`src/rtl/radix4_pkg.sv`:
```
// Shared types for the sequential radix-4 Booth multiplier: FSM state,
// decoded Booth flags and the 3-bit group decoder.
package radix4_pkg;

    typedef enum logic [1:0] {
        IDLE,
        BUSY,
        DONE
    } state_t;

    typedef struct packed {
        logic neg;
        logic two;
        logic zero;
    } booth_t;

    // 111 is treated as +0 rather than -0 so no stray +1 correction is added.
    function automatic booth_t booth_decode(input logic [2:0] grp);
        booth_t b;
        b.neg  = grp[2] & ~(grp[1] & grp[0]);
        b.two  = (grp == 3'b011) | (grp == 3'b100);
        b.zero = (grp == 3'b000) | (grp == 3'b111);
        return b;
    endfunction

endpackage

```
`src/rtl/booth_pp_gen.sv`:
```
// One radix-4 Booth partial product, N+2 bits. The low APPROX_COLS columns
// ignore the x2 shift in approximate mode; the bit-0 correction is left to the parent.
module booth_pp_gen
    import radix4_pkg::*;
#(
    parameter int N           = 16,
    parameter int APPROX_COLS = 6
) (
    input  logic [N-1:0] x,
    input  booth_t       bt,
    input  logic         approx_en,
    output logic [N+1:0] pp
);

    logic [N+1:0] sx;
    logic [N+1:0] sel;

    assign sx  = {{2{x[N-1]}}, x};
    assign sel = bt.two ? {sx[N:0], 1'b0} : sx;

    for (genvar t = 0; t < N + 2; t++) begin : g_col
        if (t < APPROX_COLS) begin : g_apx
            assign pp[t] = ~bt.zero & ((approx_en ? x[t] : sel[t]) ^ bt.neg);
        end else begin : g_ex
            assign pp[t] = ~bt.zero & (sel[t] ^ bt.neg);
        end
    end

endmodule

```
`src/rtl/radix4_seq_mult.sv`:
```
// Iterative radix-4 Booth multiplier with valid/ready handshakes, PPC partial
// products per cycle and a run-time exact/approximate mode.
module radix4_seq_mult
    import radix4_pkg::*;
#(
    parameter int N           = 16,
    parameter int PPC         = 1,
    parameter int APPROX_COLS = 6
) (
    input  logic           clk,
    input  logic           rst,
    input  logic           in_valid,
    output logic           in_ready,
    input  logic [N-1:0]   x,
    input  logic [N-1:0]   y,
    input  logic           approx_en,
    output logic           out_valid,
    input  logic           out_ready,
    output logic [2*N-1:0] p,
    output logic           out_approx
);

    localparam int ITER = N / (2 * PPC);
    localparam int CW   = (ITER > 1) ? $clog2(ITER) : 1;

    state_t         state;
    logic [CW-1:0]  cnt;
    logic [N-1:0]   x_r;
    logic [N-1:0]   y_r;
    logic           ap_r;
    logic [2*N-1:0] acc;
    logic [2*N-1:0] acc_next;
    logic [2*N-1:0] step_sum;
    logic [2*N-1:0] term;
    logic [N:0]     y_ext;
    logic [2*PPC:0] grp_bits;
    booth_t         bt [PPC];
    logic [N+1:0]   pp [PPC];

    // y[-1] = 0 is the appended LSB; groups overlap by one bit.
    assign y_ext    = {y_r, 1'b0};
    assign grp_bits = y_ext[2*PPC*int'(cnt) +: 2*PPC+1];

    for (genvar k = 0; k < PPC; k++) begin : g_pp
        assign bt[k] = booth_decode(grp_bits[2*k +: 3]);

        booth_pp_gen #(
            .N           (N),
            .APPROX_COLS (APPROX_COLS)
        ) u_pp (
            .x         (x_r),
            .bt        (bt[k]),
            .approx_en (ap_r),
            .pp        (pp[k])
        );
    end

    // Exact mode adds neg as a +1; approximate mode ORs it in with no carry.
    always_comb begin
        step_sum = '0;
        term     = '0;
        for (int k = 0; k < PPC; k++) begin
            term = {{(N-2){pp[k][N+1]}}, pp[k]};
            if (ap_r) begin
                term[0] = term[0] | bt[k].neg;
            end else begin
                term = term + {{(2*N-1){1'b0}}, bt[k].neg};
            end
            step_sum = step_sum + (term << (2 * k));
        end
    end

    assign acc_next = acc + (step_sum << (2 * PPC * int'(cnt)));
    assign in_ready = (state == IDLE) | ((state == DONE) & out_ready);

    always_ff @(posedge clk or posedge rst) begin
        if (rst) begin
            state      <= IDLE;
            cnt        <= '0;
            x_r        <= '0;
            y_r        <= '0;
            ap_r       <= 1'b0;
            acc        <= '0;
            out_valid  <= 1'b0;
            p          <= '0;
            out_approx <= 1'b0;
        end else begin
            case (state)
                IDLE: begin
                    if (in_valid) begin
                        x_r   <= x;
                        y_r   <= y;
                        ap_r  <= approx_en;
                        acc   <= '0;
                        cnt   <= '0;
                        state <= BUSY;
                    end
                end
                BUSY: begin
                    acc <= acc_next;
                    if (cnt == CW'(ITER - 1)) begin
                        state      <= DONE;
                        out_valid  <= 1'b1;
                        p          <= acc_next;
                        out_approx <= ap_r;
                    end else begin
                        cnt <= cnt + 1'b1;
                    end
                end
                DONE: begin
                    if (out_ready) begin
                        out_valid <= 1'b0;
                        if (in_valid) begin
                            x_r   <= x;
                            y_r   <= y;
                            ap_r  <= approx_en;
                            acc   <= '0;
                            cnt   <= '0;
                            state <= BUSY;
                        end else begin
                            state <= IDLE;
                        end
                    end
                end
                default: state <= IDLE;
            endcase
        end
    end

endmodule

```
`config.mk`:
```
export PLATFORM = sky130hd
export DESIGN_NAME = radix4_seq_mult
export DESIGN_NICKNAME = d
export VERILOG_FILES = /design/src/rtl/radix4_pkg.sv /design/src/rtl/booth_pp_gen.sv /design/src/rtl/radix4_seq_mult.sv
export SDC_FILE = /design/constraint.sdc
export NUM_CORES = 1
export LEC_CHECK = 0
export BUFFER_PORTS_ARGS = -buffer_cell sky130_fd_sc_hd__clkbuf_2
export CORE_MARGIN = 1.5
export CORE_UTILIZATION = 65
export CTS_BUF_LIST = sky130_fd_sc_hd__clkbuf_16
export DETAILED_ROUTE_END_ITERATION = 12
export HOLD_SLACK_MARGIN = 0.05
export PLACE_DENSITY_LB_ADDON = 0.1
export SYNTH_ARGS = -nofsm -noshare
export SYNTH_HDL_FRONTEND = slang
export SYNTH_HIERARCHICAL = 1
export SYNTH_SLANG_ARGS = --single-unit
```
`constraint.sdc`:
```
create_clock -name clk -period 15.9 [get_ports clk]
set_clock_uncertainty 0.15 [all_clocks]
set_input_delay 3.18 -clock clk [delete_from_list [all_inputs] [get_ports clk]]
set_output_delay 3.18 -clock clk [all_outputs]
set_load 0.01 [all_outputs]
```
==> key figures, run 1 <==
Clock network
  • Number of H-tree levels: 3
  • Worst-path clk slew: approximately 0.080 ns
  • Total CTS buffers: 9
  • Post-CTS Setup Bufs: 0
  • Root Driver: clkbuf_16
  • # hold bufs at CTS: 0
  • Latest clock arrival within the worst-skew pair: 0.37 ns
  • PostCTS Resize Cnt: 0
  • CTS sink count: between 100 and 150
  • CTS tree: done
  • Clock Path Buffers: 2

STA
  • Pin slew with the least headroom to its limit: 0.9276 ns
  • Fin crit share: 0.4806
  • Maximum clock frequency: 0.1309 GHz
  • Setup TNS: 0 ns
  • Endpoints failing setup: 0
  • Max_slew headroom: 0.3639
  • Final Slew Violations: 0
  • Min cycle time layout: 7.641 ns
  • Setup ws final: between 8 and 9 ns
  • Hold Violations, Final: 0
  • Worst hold slack: 0.3311 ns
  • RSZ-0062 raised after global routing: false

Setup path
  • Startpoint Class: flip-flop
  • Buf+Inv Stages, Crit Path: 2
  • Critical path class: flip-flop to flip-flop
  • Family with the most delay on the worst path: compound AO/OA/AOI/OAI gates
  • CP Capture Type: flip-flop
  • CP most frequent cell: mux2i_1
  • CP Cell Sequence: buf_4 > mux4_2 > mux2i_1 > mux2i_1 > buf_4 > nor2b_4 > mux2i_1 > mux2i_1 > and4b_1 > and4_1 > a311oi_1 > a41o_1 > a21oi_1 > mux2i_1 > o22ai_1 > ha_1 > a2111oi_0 > o21a_1 > o2111ai_1 > o2111ai_2 > a211oi_1 > or3_1 > a32o_1
  • Highest-delay cell along the critical path: a2111oi_0
  • Max incr delay on CP: 0.56 ns
  • Worst EP arrival: just under 8 ns
  • CP required: about 16 ns
  • Crit-path max FO: 43

Logic synthesis
  • Post-Synth Adder-Cell Area: 0.06127
  • Post-synthesis sequential area ratio: 0.3389
  • EDFF count, synth: 0
  • Number of distinct library cells after synthesis: 74
  • Seq cells post-synth: 104
  • Simple-gate share of the synthesized area: 0.1675
  • Mux share of post-synthesis cell area: 0.1540
  • Largest family of logic cells by synthesized area: compound AO/OA/AOI/OAI gates
  • Post-Syn Instances: 820
  • Syn_nets: just under 900
  • Syn avg cell area: 9.364 sq um
  • Netlist Area Pre-Place: 0.007679 sq mm
  • Synth Flop Type: dfrtp_1
  • Complex-gate fraction of the synthesized area: 0.1999
  • Post-Synth XOR/XNOR Area: 0.04334
  • Ys async rst share: 1.000
  • Warning count from the yosys run: 6

Final layout
  • Ant. Diodes: 0
  • Finished Layout Cells: 1019
  • Area Overhead vs Synth: 9.630%
  • Fraction of layout cells with a size suffix above 1: 0.2089
  • Fillers: 841
  • Final net count: 945

Drt
  • Total vias in the final route: between 6000 and 7000
  • 1st-pass router iterations: 5
  • Starting DRC count in detailed routing: 473
  • Vias per inst: 6.509
  • Final WL: around 19 mm
  • DRC: 0
  • Routed wire per std cell: 18.72 microns
  • ANT nets after route: 0

Global routing
  • Vias in the first global route: between 6000 and 7000
  • Largest net degree at the start of global routing: 63
  • Grt total ovfl: 0
  • Initial antenna violation count: 0
  • First-pass GRT wire length: 32.04 mm
  • GRT Util Overall: 0.3190

Flow run
  • Number of max-cap violations: 0

Floorplanning
  • Area of the core: 0.01147 sq mm
  • Top Ports: 72
  • Die area: 0.01247 sq mm
  • Starting Density: 0.6696
  • Die H: 111.7 microns
  • Die W: 111.7 microns
  • Num rows: 39

Run status
  • Status: complete, no violations

Place
  • Placed cells: 1003
  • PortBufs: 71
  • Dpl hpwl: between 10 and 15 mm
  • Placer Congestion: 0.9371
  • Pre-CTS setup slack: 8.391 ns

Worst hold path
  • Hold WC Path Type: flip-flop to flip-flop
-- placed cells by master, fill, tap and decap left out, types with 6 or more instances in the layout --
master | synthesis | layout
a211oi_1 | 12 | 12
a21o_1 | 15 | 15
a21oi_1 | 50 | 50
a22o_1 | 15 | 15
a311oi_1 | 6 | 6
a31oi_1 | 6 | 6
and2_1 | 15 | 15
and3_1 | 10 | 10
buf_4 | 2 | 12
clkbuf_16 | 0 | 9
clkbuf_2 | 0 | 71
dfrtp_1 | 104 | 104
ha_1 | 36 | 36
inv_1 | 20 | 19
mux2_2 | 55 | 55
mux2i_1 | 45 | 45
nand2_1 | 77 | 77
nand2b_1 | 11 | 11
nand3_1 | 19 | 19
nor2_1 | 50 | 50
nor2b_1 | 10 | 10
nor3_1 | 17 | 17
o2111ai_1 | 8 | 8
o211ai_1 | 8 | 8
o21a_1 | 12 | 12
o21ai_0 | 34 | 34
o31ai_1 | 13 | 13
or2_2 | 6 | 6
or3_1 | 8 | 8
xnor2_1 | 21 | 21
xor2_1 | 17 | 17
-- cells by family (layout without fill, tap and decap cells) --
group                    after synthesis  in the layout
flip-flops                           104            104
adder cells (fa/ha/maj)               37             37
AND/OR/NAND/NOR                      252            252
buffers and inverters                 65            121
AO/OA/AOI/OAI                        219            219
multiplexers                         105            105
XOR/XNOR                              38             38
-- synth_stat cells (11+ instances only) --
master      n  area, sq um
nand2_1    77        289.0
ha_1       36        450.4
nor2_1     50        187.7
o31ai_1    13        97.59
o21a_1     12        90.09
a22o_1     15        131.4
nand2b_1   11        68.82
xor2_1     17        148.9
a211oi_1   12        90.09
and2_1     15        93.84
dfrtp_1   104         2603
mux2_2     55        619.3
clkbuf_1   27        101.4
xnor2_1    21        183.9
mux2i_1    45        450.4
nor3_1     17        85.08
o21ai_0    34        170.2
inv_1      20        75.07
a21o_1     15        112.6
a21oi_1    50        250.2
nand3_1    19        95.09
-- worst min-delay path, stage by stage (launching register included) --
cell	delay, ns
dfrtp_1	0.34
nand2_1	0.05
o31ai_1	0.06
-- registers in the layout (all words and copies together), names as in the netlist --
name	count
ap_r	1
y_r	16
cnt	3
out_approx	1
x_r	16
p	32
out_valid	1
acc	32
state	2
-- area by class of cell --
cell class / instances / area, sq um / area share
clock buffers: 9 / 225.2 / 0.02675
inverters: 22 / 85.08 / 0.01011
well taps: 143 / 178.9 / 0.02125
clock inverters: 7 / 70.07 / 0.008323
multi-input cells: 651 / 4811 / 0.5715
repair buffers: 83 / 445.4 / 0.05291
flip-flops and latches: 104 / 2603 / 0.3092
-- final timing paths --
check                        from       end  slack, ns  cells past startpoint
max                        cnt[0]   acc[24]       8.26                     23
min reg2reg                 p[26]     p[26]       0.33                      2
max reg2reg                cnt[0]   acc[24]       8.26                     23
min in group asynchronous     rst  state[1]       2.69                      2
max in group asynchronous     rst   acc[28]      11.71                      3
min                         p[26]     p[26]       0.33                      2
-- layer usage --
| metal | part of all wire | global-route usage |
|---|---|---|
| met1 | 0.45 | 0.4239 |
| met2 | 0.47 | 0.5264 |
| met3 | 0.055 | 0.05063 |
| met4 | 0.026 | 0.1241 |
| met5 | 0 | 0 |
-- metrics by stage --
step / cell area (sq um) / utilization
after global placement: 8123 / 0.7083
final: 8418 / 0.7341
after detailed placement: 8123 / 0.7083
after global routing: 8418 / 0.7341
after floorplan: 7679 / -
after CTS: 8418 / 0.7341
Power of run 1 is left out: the tool's default activity adds up to more than one toggle a clock period on the data nets, which glitch-free logic cannot reach.
==> inputs of run 2 (changes only) <==
CORE_UTILIZATION = 61   (was 65)
clock period = 7.9 ns   (was 15.9 ns; I/O delays follow)
==> run 2 against run 1 <==
  * Critical path depth fell by 2
  * Routed wire length grew 0.64%
  * Global-route usage is 1.6 points lower
  * Worst setup slack lost 7.8 ns
  * Critical path type unchanged
  * Largest cell class unchanged
==> key figures, run 2 (synthesized netlist as in run 1, its figures left out) <==
Setup path
  • CP required: between 8 and 9 ns
  • Crit-path max FO: 9
  • Reg-to-Reg Start: cnt[0]
  • CP Capture Type: flip-flop
  • CP most frequent cell: mux2i_1
  • Startpoint Class: flip-flop
  • CP Cell Sequence: mux4_2 > mux2i_2 > mux2i_4 > nor2b_4 > mux2i_1 > mux2i_1 > and4b_1 > and4_1 > a311oi_1 > a41o_1 > a21oi_1 > mux2i_1 > o22ai_1 > ha_1 > and3_1 > a221oi_1 > o21ai_0 > o21ai_1 > a21oi_1 > or4b_1 > nand3_1
  • R2R setup slack: between 0.4 and 0.5 ns
  • Worst EP arrival: 7.61 ns
  • Critical path class: flip-flop to flip-flop
  • R2r worst-path depth: 21
  • Max incr delay on CP: 0.57 ns
  • CP startpoint: cnt[0]
  • Crit Reg-Reg Endpoint: acc[31]
  • Worst setup path endpoint: acc[31]
  • Highest-delay cell along the critical path: mux4_2

Global routing
  • Vias in the first global route: approximately 6500
  • Initial antenna violation count: 0
  • First-pass GRT wire length: approximately 32 mm
  • Largest net degree at the start of global routing: 56
  • Grt total ovfl: 0
  • GRT Util Overall: 0.3026

Clock network
  • Number of H-tree levels: 3
  • # hold bufs at CTS: 0
  • Latest clock arrival within the worst-skew pair: 0.36 ns
  • Worst-path clk slew: roughly 0.070 ns
  • Root Driver: clkbuf_16
  • Clock Path Buffers: 2
  • CTS sink count: 104
  • CTS tree: done
  • Total CTS buffers: 9

Floorplanning
  • Die area: 0.01327 sq mm
  • Die H: 115.2 microns
  • Top Ports: 72
  • Num rows: 40
  • Area of the core: 0.01216 sq mm
  • Die W: 115.2 microns
  • Starting Density: 0.6314

Run status
  • Status: complete, no violations

Drt
  • Starting DRC count in detailed routing: 476
  • Final WL: between 15 and 20 mm
  • DRC: 0
  • 1st-pass router iterations: 6
  • Vias per inst: 6.398
  • Total vias in the final route: 6680
  • ANT nets after route: 0
  • Routed wire per std cell: 18.39 microns

Place
  • PortBufs: 71
  • Dpl hpwl: 13.97 mm
  • Placer Congestion: 0.9918

Final layout
  • Fillers: 988
  • Commonest non-fill, non-tap cells in the layout: dfrtp_1 (104), nand2_1 (77), clkbuf_2 (71)
  • Commonest non-fill, non-tap cell in the layout: dfrtp_1
  • Final net count: 946
  • Fraction of layout cells with a size suffix above 1: 0.2123
  • Regs by FF count: acc: 32 flops, p: 32 flops
  • Area Overhead vs Synth: 10.36%
  • Ant. Diodes: 0

STA
  • Min cycle time layout: 7.465 ns
  • Max_slew headroom: 0.5082
  • Endpoints failing setup: 0
  • Maximum clock frequency: 0.1340 GHz
  • Final Slew Violations: 0
  • Hold Violations, Final: 0
  • Setup TNS: 0 ns
  • Fin crit share: 0.9449
  • RSZ-0062 raised after global routing: false
  • Pin slew with the least headroom to its limit: 0.7350 ns

Worst hold path
  • Hold WC Path Type: flip-flop to flip-flop
  • Min-delay src: out_approx

Flow run
  • Number of max-cap violations: 0
## run 2: changes by cell type in the layout (fill, tap and decap cells not counted), sizes merged
cell,previous run,this run
inv,27,24
clkinvlp,0,2
buf,12,13
bufinv,0,1
clkinv,2,1
## run 2: cell type report
type                            instances  area (sq um)  share of cell area
Clock buffer                            9         225.2             0.02658
Sequential cell                       104          2603              0.3071
Inverter                               22         85.08             0.01004
Tap cell                              168         210.2             0.02480
Multi-Input combinational cell        651          4831              0.5701
Timing Repair Buffer                   84         452.9             0.05345
Clock inverter                          6         67.56            0.007973
## run 2: worst min path at each step
| stage | to | slack, ns | cells past startpoint |
|---|---|---|---|
| 6_report | out_approx | 0.33 | 2 |
| 5_1_grt | out_approx | 0.36 | 2 |
| 4_1_cts | out_approx | 0.33 | 2 |
| 3_5_place_dp | out_approx | 0.31 | 2 |
| 3_3_place_gp | p[0] | 0.31 | 2 |
| 2_1_floorplan | acc[19] | 0.31 | 2 |
## run 2: through the flow
stage / utilization / instances / hold slack [ns] / setup slack, ns / area (sq um)
after floorplan: - / 820 / 0.3051 / 1.440 / 7679
after detailed placement: 0.6711 / 1029 / 0.3146 / 0.3983 / 8162
after global routing: 0.6968 / 1044 / 0.3591 / 0.1206 / 8474
after global placement: 0.6711 / 1029 / 0.3141 / 0.5728 / 8162
final: 0.6968 / 1044 / 0.3275 / 0.4353 / 8474
after CTS: 0.6952 / 1044 / 0.3307 / 0.3286 / 8454
## run 2: critical path: cells and delay by family, from the launching register on
| kind | cells | cell delay, ns |
|---|---|---|
| AND/OR/NAND/NOR | 6 | 1.77 |
| multiplexers | 6 | 2.17 |
| AO/OA/AOI/OAI | 8 | 2.33 |
| flip-flops | 1 | 0.56 |
| adder cells (fa/ha/maj) | 1 | 0.38 |
## run 2: metal layers
layer / vias up / GRT usage / routed length, microns
met3: 41 / 0.04902 / 913
met5: - / 0 / 0
li1: 3152 / - / -
met1: 3247 / 0.3966 / 8693
met4: 0 / 0.1119 / 463
met2: 240 / 0.5067 / 9125
## run 2: timing repair
action / in CTS / in global routing
gates resized for setup: 0 / 4
endpoints found under the setup margin: 0 / 6
setup buffers: 0 / 0
Power of run 2 is left out for the same reason.
